`config.mk`:
```
export PLATFORM = sky130hd
export DESIGN_NAME = integer_divider
export DESIGN_NICKNAME = d
export VERILOG_FILES = /design/src/rtl/divider_pkg.sv /design/src/rtl/divider_step.sv /design/src/rtl/integer_divider.sv
export SDC_FILE = /design/constraint.sdc
export NUM_CORES = 1
export LEC_CHECK = 0
export ABC_AREA = 1
export BUFFER_PORTS_ARGS = -buffer_cell sky130_fd_sc_hd__buf_4
export CORE_MARGIN = 1
export CORE_UTILIZATION = 52
export CTS_CLUSTER_SIZE = 20
export DETAILED_ROUTE_END_ITERATION = 8
export GPL_TIMING_DRIVEN = 1
export MAX_ROUTING_LAYER = met4
export PLACE_DENSITY = 0.83
export RECOVER_POWER = 100
export SLEW_MARGIN = 20
export SYNTH_ARGS = -nofsm -noshare
export SYNTH_HDL_FRONTEND = slang
export SYNTH_SLANG_ARGS = --single-unit
```
`constraint.sdc`:
```
create_clock -name clk -period 5.1 [get_ports clk]
set_input_delay 0.255 -clock clk [delete_from_list [all_inputs] [get_ports clk]]
set_output_delay 0.255 -clock clk [all_outputs]
set_load 0.05 [all_outputs]
```
`src/rtl/divider_pkg.sv`:
```
// Shared constants and state encodings for the restoring integer divider.
// State encodings match the debug cs port of integer_divider.
package divider_pkg;

  localparam int DIV_WIDTH = 4;
  localparam int CS_W      = 4;

  typedef logic [CS_W-1:0] state_t;

  localparam state_t S_IDLE = 4'd0;
  localparam state_t S_LOAD = 4'd1;
  localparam state_t S_ITER = 4'd2;
  localparam state_t S_DONE = 4'd3;
  localparam state_t S_ERR  = 4'd4;

endpackage

```
`src/rtl/divider_step.sv`:
```
// One restoring shift-subtract step: shifts {R,Q} left by one and keeps the
// difference R-D only when it does not go negative, recording that in Q[0].
module divider_step
  import divider_pkg::*;
#(
  parameter int WIDTH = DIV_WIDTH
) (
  input  logic [WIDTH:0]   r_in,
  input  logic [WIDTH-1:0] q_in,
  input  logic [WIDTH-1:0] d_in,
  output logic [WIDTH:0]   r_out,
  output logic [WIDTH-1:0] q_out
);

  logic [WIDTH+1:0] r_sh;
  logic [WIDTH+1:0] d_ext;
  logic             fits;

  always_comb begin
    r_sh  = {r_in, q_in[WIDTH-1]};
    d_ext = {2'b00, d_in};
    fits  = (r_sh >= d_ext);
    r_out = fits ? (WIDTH+1)'(r_sh - d_ext) : (WIDTH+1)'(r_sh);
    q_out = {q_in[WIDTH-2:0], fits};
  end

endmodule

```
`src/rtl/integer_divider.sv`:
```
// Multi-cycle unsigned restoring divider with go/done handshake, one quotient
// bit per clock. Define DIVIDER_STATE_OUT_EN to expose the FSM state on cs.
module integer_divider
  import divider_pkg::*;
#(
  parameter int WIDTH = DIV_WIDTH
) (
  input  logic             clk,
  input  logic             rst,
  input  logic             go,
  input  logic [WIDTH-1:0] dividend,
  input  logic [WIDTH-1:0] divisor,
  input  logic [WIDTH-1:0] n,
  output logic [WIDTH-1:0] quotient,
  output logic [WIDTH-1:0] remainder,
  output logic             error,
  output logic             done,
  output logic [CS_W-1:0]  cs
);

  state_t           state_q,     state_d;
  logic [WIDTH-1:0] d_q,         d_d;
  logic [WIDTH:0]   r_q,         r_d;
  logic [WIDTH-1:0] q_q,         q_d;
  logic [WIDTH-1:0] count_q,     count_d;
  logic [WIDTH-1:0] quotient_q,  quotient_d;
  logic [WIDTH-1:0] remainder_q, remainder_d;
  logic             error_q,     error_d;
  logic             done_q,      done_d;

  logic [WIDTH:0]   step_r;
  logic [WIDTH-1:0] step_q;
  logic             bad_request;
  logic [WIDTH:0]   mask_wide;
  logic [WIDTH-1:0] shift_amt;

  divider_step #(
    .WIDTH (WIDTH)
  ) u_step (
    .r_in  (r_q),
    .q_in  (q_q),
    .d_in  (d_q),
    .r_out (step_r),
    .q_out (step_q)
  );

  always_comb begin
    bad_request = (divisor == '0) || (n == '0) ||
                  ({1'b0, n} > (WIDTH+1)'(WIDTH));
    // Left-justify the low n dividend bits so the step always consumes Q's MSB.
    mask_wide   = ((WIDTH+1)'(1) << n) - (WIDTH+1)'(1);
    shift_amt   = WIDTH'(WIDTH) - n;
  end

  // NOTE: every _d gets its hold value first so no path through the case
  // leaves a variable unassigned, which would otherwise infer a latch.
  always_comb begin
    state_d     = state_q;
    d_d         = d_q;
    r_d         = r_q;
    q_d         = q_q;
    count_d     = count_q;
    quotient_d  = quotient_q;
    remainder_d = remainder_q;
    error_d     = error_q;
    done_d      = done_q;

    case (state_q)
      S_IDLE: begin
        if (go) begin
          if (bad_request) begin
            state_d     = S_ERR;
            error_d     = 1'b1;
            done_d      = 1'b1;
            quotient_d  = '0;
            remainder_d = '0;
          end else begin
            state_d = S_LOAD;
          end
        end
      end

      S_LOAD: begin
        d_d     = divisor;
        r_d     = '0;
        q_d     = (dividend & mask_wide[WIDTH-1:0]) << shift_amt;
        count_d = n;
        state_d = S_ITER;
      end

      S_ITER: begin
        r_d     = step_r;
        q_d     = step_q;
        count_d = count_q - WIDTH'(1);
        if (count_q == WIDTH'(1)) begin
          state_d     = S_DONE;
          quotient_d  = step_q;
          remainder_d = step_r[WIDTH-1:0];
          done_d      = 1'b1;
        end
      end

      S_DONE, S_ERR: begin
        if (!go) begin
          state_d = S_IDLE;
          done_d  = 1'b0;
          error_d = 1'b0;
        end
      end

      default: begin
        state_d = S_IDLE;
        done_d  = 1'b0;
        error_d = 1'b0;
      end
    endcase
  end

  // NOTE: sequential state uses non-blocking assignments so every flop
  // samples its _d value from before this edge, independent of statement order.
  always_ff @(posedge clk or posedge rst) begin
    if (rst) begin
      state_q     <= S_IDLE;
      d_q         <= '0;
      r_q         <= '0;
      q_q         <= '0;
      count_q     <= '0;
      quotient_q  <= '0;
      remainder_q <= '0;
      error_q     <= 1'b0;
      done_q      <= 1'b0;
    end else begin
      state_q     <= state_d;
      d_q         <= d_d;
      r_q         <= r_d;
      q_q         <= q_d;
      count_q     <= count_d;
      quotient_q  <= quotient_d;
      remainder_q <= remainder_d;
      error_q     <= error_d;
      done_q      <= done_d;
    end
  end

  assign quotient  = quotient_q;
  assign remainder = remainder_q;
  assign error     = error_q;
  assign done      = done_q;

`ifdef DIVIDER_STATE_OUT_EN
  assign cs = state_q;
`else
  assign cs = '0;
`endif

endmodule

```
==> flow_metrics.tcl, run 1 <==
set metrics [dict create \
    nets 293 \
    synth_cell_types 33 \
    antenna_cells 0 \
    h-tree-depth 2 \
    synth_area_leaders "dfrtp_1, nand2_1, o21ai_0" \
    end_kind "flip-flop" \
    wirelength_met1_mm 1.77 \
    fin_tns_setup_ps 0 \
    area_growth_pct 11.0 \
    crit_family "simple AND/OR/NAND/NOR gates" \
    yosysWarnings 0 \
    grt_max_degree 31 \
    worst-setup-path-type "reg2reg" \
    cts_sinks 30 \
    fin_crit_ps 2710 \
    crit_path_frequent_cell "nand2_1" \
    critical_path_buf_inv_count 2 \
    fp.dieArea_um2 3930 \
    yosysTopAreaCellShare_pct 39.2 \
    drcViolationCount 0 \
    cp_slowest_cell "clkinvlp_2" \
    met3_length_um 193 \
    required_ps 5320 \
    drtIter0Drc 73 \
    grtUsageTotal_pct 23.2 \
    start_kind "flip-flop" \
    p_per_area_nw_per_um2 742 \
    syn_area_um2 1920 \
    drt_pass1_iterations 4 \
    ys_seq_elements 30 \
    p_leak_nw 1.07 \
    num_vias 1650 \
    hold_viol 0 \
    max_cap_viol_count 1 \
    route.detailed.wl_per_inst_um 12.5 \
    cts_setup_buffers 0 \
    wl_met2_mm 1.96 \
    grt.overflow.total 0 \
    run_status "complete, but fails checks" \
    hpwl_mm 2.86 \
    path_cells "nor2_4 -> nand2_1 -> clkinvlp_2 -> nand2_4 -> o21ai_4 -> nor2_1 -> clkinv_1 -> nor2_2 -> nand2_1 -> a21oi_2" \
    worstPathMaxFanout 15 \
    yosysSeqAreaShare_pct 39.2 \
    synth_cells 243 \
    slew_headroom_pct -5.71 \
    yosysTopAreaCell "dfrtp_1" \
    critical_path_arrival_ps 2930 \
    drt-vias-per-instance 5.22 \
    clk_latency_ps 290 \
    setup_violations 0 \
    die_h_um 62.7 \
    fmax_mhz 369 \
    max_stage_delay_ps 670 \
    portBuffers 24 \
    drv_slew 31 \
    violations "capacitance limit, slew limit" \
    grt_pass1_vias 1497 \
    hold_path.class "in2reg" \
    syn_area_per_cell_um2 7.88 \
    antenna_found_initial 0 \
    wl_mm 3.96 \
    cts_tree "yes" \
    drive_above_1_share_pct 14.4 \
    cts_resized 0 \
    rows 21 \
    gp_congestion 0.928 \
    ant_nets 0 \
    ir_worst_vdd_v 0.000220 \
    postCtsHoldBufs 0 \
    dieWidth_um 62.7 \
    rsz0062_at_grt "no" \
    total_power_w 0.00158 \
    initial_core_util_pct 55.7 \
    fin_crit_sh_pct 53.1 \
    clk_pin_slew_ps 60 \
    ioPinCount 29 \
    grt_pass1_wl_mm 6.86 \
    numCtsBuffers 5 \
    worst_pin_slew_ps 1590 \
    skew_ps 9.15 \
    core_um2 3440 \
    clock_path_buffers 2 \
    cts-root-buf "clkbuf_8" \
    routed.top_layer "met4" \
]
## routing by layer
metal / global-route usage [%] / up-vias
met1: 27.6 / 763
met2: 38.7 / 47
li1: - / 836
met4: 7.27 / 0
met5: - / -
met3: 5.66 / 4
## power breakdown
group	internal (W)	total [W]	switching, W
clock network	0.000144	0.000238	0.0000942
logic	0.000274	0.000919	0.000645
registers	0.000355	0.000422	0.0000666
## final cells by class
type / count / area [µm²]
Fill cell: 338 / 1320
Multi-Input combinational cell: 173 / 935
Sequential cell: 30 / 751
Timing Repair Buffer: 25 / 146
Inverter: 34 / 129
Clock buffer: 5 / 68.8
Tap cell: 46 / 57.6
Clock inverter: 3 / 40.0
## metrics by stage
step | cell area [µm²] | setup WS [ps] | hold WS [ps] | std cells | util (%)
6_report | 2130 | 2390 | 187 | 316 | 61.8
3_5_place_dp | 2110 | 3090 | 357 | 308 | 61.3
3_3_place_gp | 2110 | 3160 | 355 | 308 | 61.3
2_1_floorplan | 1930 | 3390 | 346 | 246 | -
5_1_grt | 2130 | 2220 | 194 | 316 | 61.8
4_1_cts | 2220 | 3150 | 53.2 | 316 | 64.4
## logic make-up (layout without fill, tap and decap cells)
logic type / Yosys count / in the layout / synth area share [%]
AOI/OAI and AO/OA: 52 / 52 / 15.8
xor gates and xnor gates: 5 / 5 / 2.29
adders and majority gates: 9 / 9 / 6.27
buffers and inverters: 43 / 67 / 10.3
DFF: 30 / 30 / 39.2
other: 1 / 4 / 0.196
and+or+nand+nor: 103 / 103 / 26.0
## registers in the layout, summed over array words and instances (netlist names)
signal     count
state_q        3
q_q            4
remainder      4
r_q            5
error          1
d_q            4
quotient       4
done           1
count_q        4
## worst register-to-register path, delay by kind of cell, from the launching register on
family          cells  cell delay (ps)
simple gates        6             1100
flops               1              460
compound gates      2              210
buf+inv             2              860
## cell usage in the layout (no fill, tap or decap), types with 3 or more instances in the layout
cell type	n
a21oi_1	15
buf_4	13
clkbuf_1	11
clkbuf_8	5
conb_1	4
dfrtp_1	30
ha_1	8
inv_1	29
nand2_1	52
nand2_2	7
nand3_1	19
nand4_1	3
nor2_1	16
o21ai_0	27
xor2_1	3
## synth_stat cells
library cell	number
a31oi_1	2
inv_1	29
ha_1	8
nor2_1	15
nand2_1	50
nor2_4	2
a21oi_1	15
conb_1	1
o21ai_0	24
o22ai_1	2
o21ai_2	4
o21ai_4	1
fa_1	1
inv_6	1
a21oi_2	1
nand4_1	3
nand3_1	19
nand3b_1	1
xor2_1	3
buf_2	3
nor3_4	1
buf_4	5
buf_6	1
inv_2	4
o31ai_1	1
nand2_4	3
dfrtp_1	30
a211oi_1	1
nor2_2	1
nand2_2	7
xnor2_1	2
a21boi_0	1
nand3_2	1
## path summary, 6_finish.rpt
| kind | startpoint | end | slack, ps | depth (start not counted) |
|---|---|---|---|---|
| worst min-delay path | divisor[2] | d_q[2] | 190 | 3 |
| max in group asynchronous | rst | count_q[3] | 3660 | 3 |
| worst min register to register | quotient[3] | quotient[3] | 490 | 2 |
| worst max register to register | state_q[2] | error | 2390 | 10 |
| worst max-delay path | state_q[2] | error | 2390 | 10 |
| min in group asynchronous | rst | remainder[3] | 510 | 3 |
No activity file was read; power rests on OpenSTA's default activity.
==> run 2, diff against run 1 <==
ABC_AREA = 0   (was 1)
clock period = 2.7 ns   (was 5.1 ns; I/O delays follow)
==> run 2 against run 1 <==
  * The flow still finishes with violations (capacitance limit, slew limit)
  * Worst hold slack worse by 110 ps
  * Combinational power is 52% higher
  * Critical path depth is 3 lower
  * Critical path type unchanged
  * Largest cell class unchanged
  * Highest routed layer unchanged
==> flow_metrics.tcl, run 2 <==
set metrics [dict create \
    run_status "complete, but fails checks" \
    violations "capacitance limit, slew limit" \
    syn_area_per_cell_um2 9.44 \
    drcViolationCount 0 \
    fmax_mhz 485 \
    wl_mm 4.02 \
    total_power_w 0.00264 \
    p_leak_nw 0.977 \
    worst_pin_slew_ps 1620 \
    clk_latency_ps 290 \
    ioPinCount 29 \
    critical_path_arrival_ps 2250 \
    numCtsBuffers 5 \
    end_kind "flip-flop" \
    yosysSeqAreaShare_pct 39.0 \
    core_um2 3440 \
    fin_cells 278 \
    clock_path_buffers 2 \
    synth_cell_types 56 \
    grt_pass1_vias 1484 \
    worstPathMaxFanout 5 \
    rsz0062_at_grt "no" \
    yosysMostFrequentCell "dfrtp_1" \
    synth_cells 204 \
    synth-main-ff-cell "dfrtp_1" \
    num_vias 1608 \
    cts_resized 0 \
    cts_tree "yes" \
    antenna_cells 0 \
    gp_congestion 0.922 \
    yosysWarnings 0 \
    cts-root-buf "clkbuf_8" \
    ys_seq_elements 30 \
    dp_cells 269 \
    grtUsageTotal_pct 23.7 \
    route.detailed.wl_per_inst_um 14.4 \
    drv_slew 31 \
    required_ps 2890 \
    hold_viol 0 \
    synth_area_leaders "dfrtp_1, ha_1, nand2_1" \
    most-common-layout-cells "dfrtp_1, nand2_1, buf_4, inv_1, o21ai_0" \
    worst-setup-path-type "reg2reg" \
    drive_above_1_share_pct 12.9 \
    fin_tns_setup_ps 0 \
    die_h_um 62.9 \
    syn_area_um2 1930 \
    start_kind "flip-flop" \
    h-tree-depth 2 \
    multiInputGateArea_um2 1040 \
    fp.dieArea_um2 3950 \
    cts_sinks 30 \
    fin_crit_sh_pct 76.4 \
    grt.overflow.total 0 \
    ff_latch_area_um2 751 \
    hpwl_mm 3.01 \
    rows 21 \
    synth-async-reset-ratio_pct 100 \
    largest_reg_flops 5 \
    setup_violations 0 \
    layout_commonest_cell "dfrtp_1" \
    drtIter0Drc 125 \
    antenna_found_initial 0 \
    initial_core_util_pct 55.9 \
    max_cap_viol_count 1 \
    grt_pass1_wl_mm 7.08 \
    drt_pass1_iterations 4 \
    yosysTopAreaCell "dfrtp_1" \
    grt_max_degree 31 \
    slew_headroom_pct -8.26 \
    clk_pin_slew_ps 60 \
    ir_worst_vdd_v 0.000602 \
    drt-vias-per-instance 5.78 \
    area_growth_pct 12.7 \
    num-fill-cells 313 \
    portBuffers 24 \
    yosysTopAreaCellShare_pct 39.0 \
    hold_path.class "in2reg" \
    nets 255 \
    dieWidth_um 62.9 \
    largest-register "r_q" \
    fin_crit_ps 2060 \
    synth-edff-count 0 \
    ant_nets 0 \
    ys_top_cells_by_count "dfrtp_1, nand2_1, inv_1" \
    skew_ps 6.04 \
    p_per_area_nw_per_um2 1220 \
]
-- run 2: final timing paths --
path	startpoint	endpoint	slack, ps	cells past startpoint
worst max-delay path	q_q[3]	r_q[0]	640	7
worst min-delay path	divisor[1]	d_q[1]	80	3
worst max register to register	q_q[3]	r_q[0]	640	7
worst min register to register	d_q[0]	d_q[0]	500	1
max in group asynchronous	rst	q_q[2]	790	4
min in group asynchronous	rst	d_q[3]	960	4
-- run 2: timing repair --
action,in CTS,in global routing
hold buffers,1,0
setup buffers,0,0
hold endpoints to repair,30,0
-- run 2: kinds of logic (layout without fill, tap and decap cells) --
kind of cell | after synthesis | in the layout | synth area share, %
mux | 3 | 3 | 1.62
xor+xnor | 6 | 6 | 3.70
buf+inv | 23 | 48 | 5.85
other cells | 1 | 4 | 0.195
simple gates | 66 | 66 | 20.1
fa+ha+maj | 9 | 9 | 6.24
flops | 30 | 30 | 39.0
compound gates | 66 | 66 | 23.3
-- run 2: layout make-up --
type | instances | area share [%]
Inverter | 13 | 2.25
Sequential cell | 30 | 34.6
Tap cell | 46 | 2.65
Clock buffer | 5 | 3.17
Timing Repair Buffer | 27 | 7.55
Multi-Input combinational cell | 154 | 47.9
Clock inverter | 3 | 1.85
-- run 2: routing by layer --
layer	GRT usage [%]	share of wire [%]	vias to the layer above	routed length, µm
li1	-	-	791	-
met1	31.0	46	761	1860
met2	34.5	46	48	1840
met3	6.02	5.6	8	225
met4	10.8	2.2	0	87
met5	-	0	-	0
-- run 2: stage by stage --
stage | hold slack (ps) | cell area (µm²) | utilization, % | worst slack, ps
2_1_floorplan | 226 | 1940 | - | 890
4_1_cts | 70.5 | 2240 | 65.2 | 646
6_report | 78.2 | 2170 | 63.0 | 637
3_3_place_gp | 237 | 2130 | 61.8 | 728
5_1_grt | 80.8 | 2170 | 63.0 | 407
3_5_place_dp | 245 | 2130 | 61.8 | 666
-- run 2: power breakdown --
part | switching [W] | internal [W] | total, W
Combinational | 0.000891 | 0.000506 | 0.00140
Clock | 0.000174 | 0.000271 | 0.000445
Sequential | 0.000164 | 0.000638 | 0.000802
Total | 0.00123 | 0.00142 | 0.00264
-- run 2: worst max-delay path: stages (launching register included) --
cell	delay (ps)
dfrtp_1	380
inv_1	50
ha_1	200
fa_1	420
nand2b_1	190
a21oi_1	330
nor3_1	120
o32ai_1	270
